--- src/rtl/spectro_pkg.sv ---
// Shared constants and state encoding for the spectrogram serial-link receiver.
package spectro_pkg;

   localparam int WORD_W = 12;                    // bits per serial word
   localparam int NUM_CH = 16;                    // words per frame
   localparam int CH_W   = 4;                     // channel address width
   localparam int FCNT_W = 8;                     // completed-frame counter width
   localparam int BCNT_W = $clog2(WORD_W + 1);    // bit counter must hold WORD_W

   typedef enum logic [1:0] {
      IDLE  = 2'd0,
      SHIFT = 2'd1,
      HOLD  = 2'd2
   } state_t;

endpackage

--- src/rtl/word_shift_rx.sv ---
// Serial word capture: detects the SL load->shift transition, counts MSB-first
// bits into a shift register and reports either a completed word or a
// truncation as single-cycle combinational events for the top to register.
module word_shift_rx
   import spectro_pkg::*;
(
   input  logic              clk,
   input  logic              reset,
   input  logic              serial_in,
   input  logic              sl_in,
   input  logic [CH_W-1:0]   sel_in,
   input  logic              ovf_in,
   output logic              done,
   output logic [WORD_W-1:0] done_data,
   output logic [CH_W-1:0]   done_ch,
   output logic              done_ovf,
   output logic              trunc
);

   state_t              state_q, state_d;
   logic                sl_q;
   logic [BCNT_W-1:0]   bitcnt;
   logic [WORD_W-1:0]   shreg;
   logic [CH_W-1:0]     ch_sh;
   logic                ovf_sh;
   logic                start, shift;

   // Next-state and event decode; sl_q=1 means the shifter was loaded last cycle (armed).
   always_comb begin
      state_d = state_q;
      start   = 1'b0;
      shift   = 1'b0;
      done    = 1'b0;
      trunc   = 1'b0;
      case (state_q)
         IDLE: begin
            if (!sl_in && sl_q) begin
               start   = 1'b1;
               state_d = SHIFT;
            end
         end
         SHIFT: begin
            if (sl_in) begin
               // load before the last bit arrived: word is lost
               trunc   = 1'b1;
               state_d = IDLE;
            end else begin
               shift = 1'b1;
               if (bitcnt == BCNT_W'(WORD_W - 1)) begin
                  done    = 1'b1;
                  state_d = HOLD;
               end
            end
         end
         HOLD: begin
            if (sl_in) state_d = IDLE;
         end
         default: state_d = IDLE;
      endcase
   end

   // The final bit is folded in directly so the word is usable on the completing edge.
   assign done_data = {shreg[WORD_W-2:0], serial_in};
   assign done_ch   = ch_sh;
   assign done_ovf  = ovf_sh;

   // State register.
   always_ff @(posedge clk) begin
      if (!reset) state_q <= IDLE;
      else        state_q <= state_d;
   end

   // Shift datapath: arm flag, bit counter, shift register and start-of-word shadows.
   always_ff @(posedge clk) begin
      if (!reset) begin
         sl_q   <= 1'b0;
         bitcnt <= '0;
         shreg  <= '0;
         ch_sh  <= '0;
         ovf_sh <= 1'b0;
      end else begin
         sl_q <= sl_in;
         if (start) begin
            shreg  <= {{(WORD_W-1){1'b0}}, serial_in};
            bitcnt <= BCNT_W'(1);
            ch_sh  <= sel_in;
            ovf_sh <= ovf_in;
         end else if (shift) begin
            shreg  <= {shreg[WORD_W-2:0], serial_in};
            bitcnt <= bitcnt + BCNT_W'(1);
         end
      end
   end

endmodule

--- src/rtl/frame_deserializer.sv ---
// Spectrogram link receiver top: registers captured words, checks channel
// ordering across 16-word frames, counts completed frames and keeps sticky
// error flags. Define FRAME_BUF_EN to add a frame shadow buffer with a
// registered read port (rd_addr/rd_data).
module frame_deserializer
   import spectro_pkg::*;
(
   input  logic              clk,
   input  logic              reset,
   input  logic              serial_in,
   input  logic              sl_in,
   input  logic [CH_W-1:0]   sel_in,
   input  logic              ovf_in,
   output logic              word_valid,
   output logic [WORD_W-1:0] word_data,
   output logic [CH_W-1:0]   word_ch,
   output logic              word_ovf,
   output logic              frame_done,
   output logic [FCNT_W-1:0] frame_cnt,
   output logic              seq_err,
   output logic              trunc_err
`ifdef FRAME_BUF_EN
   ,
   input  logic [CH_W-1:0]   rd_addr,
   output logic [WORD_W-1:0] rd_data
`endif
);

   logic              done, trunc, done_ovf;
   logic [WORD_W-1:0] done_data;
   logic [CH_W-1:0]   done_ch;
   logic [CH_W-1:0]   exp_ch;
   logic              in_order, last_ch, frame_end;

   word_shift_rx u_rx (
      .clk       (clk),
      .reset     (reset),
      .serial_in (serial_in),
      .sl_in     (sl_in),
      .sel_in    (sel_in),
      .ovf_in    (ovf_in),
      .done      (done),
      .done_data (done_data),
      .done_ch   (done_ch),
      .done_ovf  (done_ovf),
      .trunc     (trunc)
   );

   assign in_order  = (done_ch == exp_ch);
   assign last_ch   = (done_ch == CH_W'(NUM_CH - 1));
   assign frame_end = done && in_order && last_ch;

   // Word output register: strobe for one cycle, payload held until the next word.
   always_ff @(posedge clk) begin
      if (!reset) begin
         word_valid <= 1'b0;
         word_data  <= '0;
         word_ch    <= '0;
         word_ovf   <= 1'b0;
      end else begin
         word_valid <= done;
         if (done) begin
            word_data <= done_data;
            word_ch   <= done_ch;
            word_ovf  <= done_ovf;
         end
      end
   end

   // Frame sequencing, frame counter and sticky error flags; a ch0 word always restarts a frame.
   always_ff @(posedge clk) begin
      if (!reset) begin
         exp_ch     <= '0;
         frame_done <= 1'b0;
         frame_cnt  <= '0;
         seq_err    <= 1'b0;
         trunc_err  <= 1'b0;
      end else begin
         frame_done <= frame_end;
         if (trunc) begin
            trunc_err <= 1'b1;
            exp_ch    <= '0;
         end else if (done) begin
            if (in_order) begin
               exp_ch <= last_ch ? '0 : exp_ch + CH_W'(1);
            end else begin
               seq_err <= 1'b1;
               exp_ch  <= (done_ch == '0) ? CH_W'(1) : '0;
            end
         end
         if (frame_end) frame_cnt <= frame_cnt + FCNT_W'(1);
      end
   end

`ifdef FRAME_BUF_EN
   logic [WORD_W-1:0] stage    [NUM_CH];
   logic [WORD_W-1:0] frame_buf[NUM_CH];

   // Words land in staging; only an in-order completed frame is copied to the readable buffer.
   always_ff @(posedge clk) begin
      if (!reset) begin
         for (int i = 0; i < NUM_CH; i++) begin
            stage[i]     <= '0;
            frame_buf[i] <= '0;
         end
         rd_data <= '0;
      end else begin
         if (done) stage[done_ch] <= done_data;
         if (frame_end) begin
            for (int i = 0; i < NUM_CH; i++)
               frame_buf[i] <= (CH_W'(i) == done_ch) ? done_data : stage[i];
         end
         rd_data <= frame_buf[rd_addr];
      end
   end
`endif

endmodule

--- config.mk ---
export PLATFORM = sky130hd
export DESIGN_NAME = frame_deserializer
export DESIGN_NICKNAME = d
export VERILOG_FILES = /design/src/rtl/spectro_pkg.sv /design/src/rtl/word_shift_rx.sv /design/src/rtl/frame_deserializer.sv
export SDC_FILE = /design/constraint.sdc
export NUM_CORES = 1
export LEC_CHECK = 0
export ABC_AREA = 1
export CORE_AREA = 5 5 84 86
export CTS_CLUSTER_SIZE = 40
export DETAILED_ROUTE_END_ITERATION = 8
export DIE_AREA = 0 0 89 91
export GPL_TIMING_DRIVEN = 1
export HOLD_SLACK_MARGIN = 0.05
export RECOVER_POWER = 25
export SETUP_SLACK_MARGIN = 0.3
export SYNTH_ARGS = -nofsm -noshare
export SYNTH_HDL_FRONTEND = slang
export SYNTH_SLANG_ARGS = --single-unit
--- constraint.sdc ---
create_clock -name clk -period 3.8 [get_ports clk]
set_input_delay 0.57 -clock clk [delete_from_list [all_inputs] [get_ports clk]]
set_output_delay 0.57 -clock clk [all_outputs]
set_load 0.01 [all_outputs]
==> flow_summary.json <==
{
  "status": "complete, no violations",
  "fin_worst_skew_ns": 0.00688,
  "netlist_top_cells_count": "nand2_1, dfxtp_1, nor2_1, inv_1, a21oi_1",
  "fin_crit_sh": 0.572,
  "whs_ns": 0.449,
  "post-synth-top-count-cell": "nand2_1",
  "place_congestion": 0.764,
  "synth_top_area_cell": "dfxtp_1",
  "worst_pin_slew_ns": 0.730,
  "grt_first_pass_wirelength_um": 8870,
  "slew_violations": 0,
  "clkSinkCount": 56,
  "min_period_ns": 2.17,
  "wl_per_cell_um": 12.1,
  "fillerInstances": 600,
  "grt.total_usage": 0.136,
  "cap_violations": 0,
  "grt_start_max_net_pins": 24,
  "vias": 1951,
  "p_leak_nw": 1.27,
  "syn-mean-instance-area_um2": 7.82,
  "cts_setup_buffers": 0,
  "yosysWarnings": 0,
  "drtIter0Drc": 64,
  "ant_nets": 0,
  "timing.rr.start": "u_rx.bitcnt[0]",
  "synthFlopType": "dfxtp_1",
  "cp-startpoint": "reset",
  "clock_latency_ns": 0.31,
  "relSlewSlack": 0.512,
  "min_path_type": "reg -> reg",
  "setup-tns-final_ns": 0,
  "cts_resized": 0,
  "portBuffers": 37,
  "cts_tree": "done",
  "worstHoldStart": "seq_err",
  "coreArea_um2": 6200,
  "max_clock_freq_mhz": 460,
  "power.density_nw_per_um2": 367,
  "die_x_um": 89,
  "diodes": 0,
  "io_pins": 38,
  "path_class": "in -> reg",
  "grt_pass1_vias": 1921,
  "initial_core_util": 0.386,
  "std_cell_rows": 29,
  "num-nets-final": 351,
  "area_growth_pct": 22.2,
  "ys_seq_area_frac": 0.469,
  "gr-total-overflow": 0,
  "wirelength_um": 5040,
  "hold_buffers": 0,
  "synth_edf_count": 0,
  "cp.required_ns": 4.02,
  "vdd_ir_drop_max_mv": 0.219,
  "drc_errors": 0,
  "drive_gt1_frac": 0.100,
  "root_buffer": "clkbuf_8",
  "crit_slowest_cell": "dlygate4sd3_1",
  "ys_seq_elements": 56,
  "async_reset_ff_frac": 0,
  "dieArea_um2": 8100,
  "dr.pass1.iters": 4,
  "dp_hpwl_um": 3590,
  "path_cells": "dlygate4sd3_1 > nand2_1 > a211oi_1",
  "setup_violations": 0,
  "critPathLaunchType": "input port",
  "clock_path_buffers": 2,
  "syn_inst": 306,
  "via_per_inst": 4.68,
  "syn_nets": 318,
  "cts.clk_slew.worst_paths_ns": 0.10,
  "final_hold_viol_count": 0,
  "h-tree-depth": 2,
  "synthTopCellsByArea": "dfxtp_1, nand2_1, nor2_1, a21oi_1, o21ai_0",
  "yosys.area.top_type_share": 0.469,
  "grt_antenna_before_repair": 0,
  "max_stage_delay_ns": 1.01,
  "worstPathMaxFanout": 20,
  "fp.dieH_um": 91,
  "synth_cell_types": 28,
  "arrival_ns": 2.39,
  "end_kind": "flop",
  "netlist_area_um2": 2390,
  "rsz0062_at_grt": "no",
  "cts_buffers": 5
}
==> routing by layer <==
metal	GRT usage	up-vias	wire (um)
li1	-	1047	-
met1	0.176	862	2340
met2	0.226	34	2430
met3	0.0299	8	192
met4	0.0409	0	77
met5	0	-	0
==> critical path: cells and delay by family <==
family | cells | cell delay [ns]
buffers and inverters | 1 | 1.01
and+or+nand+nor | 1 | 0.47
AOI/OAI and AO/OA | 1 | 0.34
==> registers in the layout (all words and copies together), names as in the netlist <==
register,count
exp_ch,4
frame_cnt,8
frame_done,1
seq_err,1
trunc_err,1
u_rx.bitcnt,4
u_rx.done_ch,4
u_rx.done_ovf,1
u_rx.shreg,11
u_rx.sl_q,1
u_rx.state_q,2
word_ch,4
word_data,12
word_ovf,1
word_valid,1
==> cell usage in the layout (no fill, tap or decap), types with 2 or more instances in the layout <==
| cell | count |
|---|---|
| inv_2 | 2 |
| dfxtp_1 | 56 |
| nand2_4 | 2 |
| nand2_2 | 5 |
| inv_1 | 29 |
| nand2_1 | 60 |
| ha_1 | 3 |
| nor2_1 | 42 |
| nand4_1 | 3 |
| clkdlybuf4s50_1 | 16 |
| xor2_1 | 2 |
| dlygate4sd3_1 | 21 |
| a21oi_2 | 5 |
| o21ai_0 | 22 |
| nand3_1 | 17 |
| a211oi_1 | 8 |
| clkbuf_8 | 7 |
| a21oi_1 | 24 |
| nor2_8 | 2 |
| nor2_4 | 4 |
==> where the power goes <==
group / switching [W] / total, W / internal [W]
combinational: 0.0000343 / 0.0000543 / 0.0000200
clock: 0.000189 / 0.000421 / 0.000233
sequential: 0.00000419 / 0.000597 / 0.000593
==> metrics by stage <==
step	cells	utilization	setup slack, ns	total power [W]	instance area [um^2]
2_1_floorplan	306	-	2.33	0.000649	2390
3_3_place_gp	409	0.451	1.35	0.000666	2800
3_5_place_dp	409	0.451	1.31	0.000667	2800
4_1_cts	417	0.471	1.65	0.00109	2920
5_1_grt	417	0.471	1.38	0.00112	2920
6_report	417	0.471	1.63	0.00107	2920
==> kinds of logic (layout without fill, tap and decap cells) <==
logic type,after synthesis,after routing,share of synthesized area
XOR/XNOR,3,3,0.0110
adder cells (fa/ha/maj),3,3,0.0157
AND/OR/NAND/NOR,140,140,0.281
buffers and inverters,45,79,0.0837
flip-flops,56,56,0.469
AO/OA/AOI/OAI,59,59,0.140
==> worst paths after layout <==
path / end / slack [ns] / cells past startpoint
setup reg to reg: frame_cnt[4] / 1.96 / 8
hold / removal: seq_err / 0.45 / 2
setup / recovery: u_rx.shreg[4] / 1.63 / 3
hold reg to reg: seq_err / 0.45 / 2
==> final cells by class <==
type / count / area [um^2] / area share
clock buffer: 7 / 96.3 / 0.0329
inverter: 33 / 131 / 0.0449
clock inverter: 1 / 30.0 / 0.0103
multi-input combinational: 205 / 1070 / 0.366
sequential: 56 / 1120 / 0.383
timing repair buffer: 38 / 378 / 0.129
tap: 77 / 96.3 / 0.0329
Note: power is estimated with default switching activity, not from simulation.
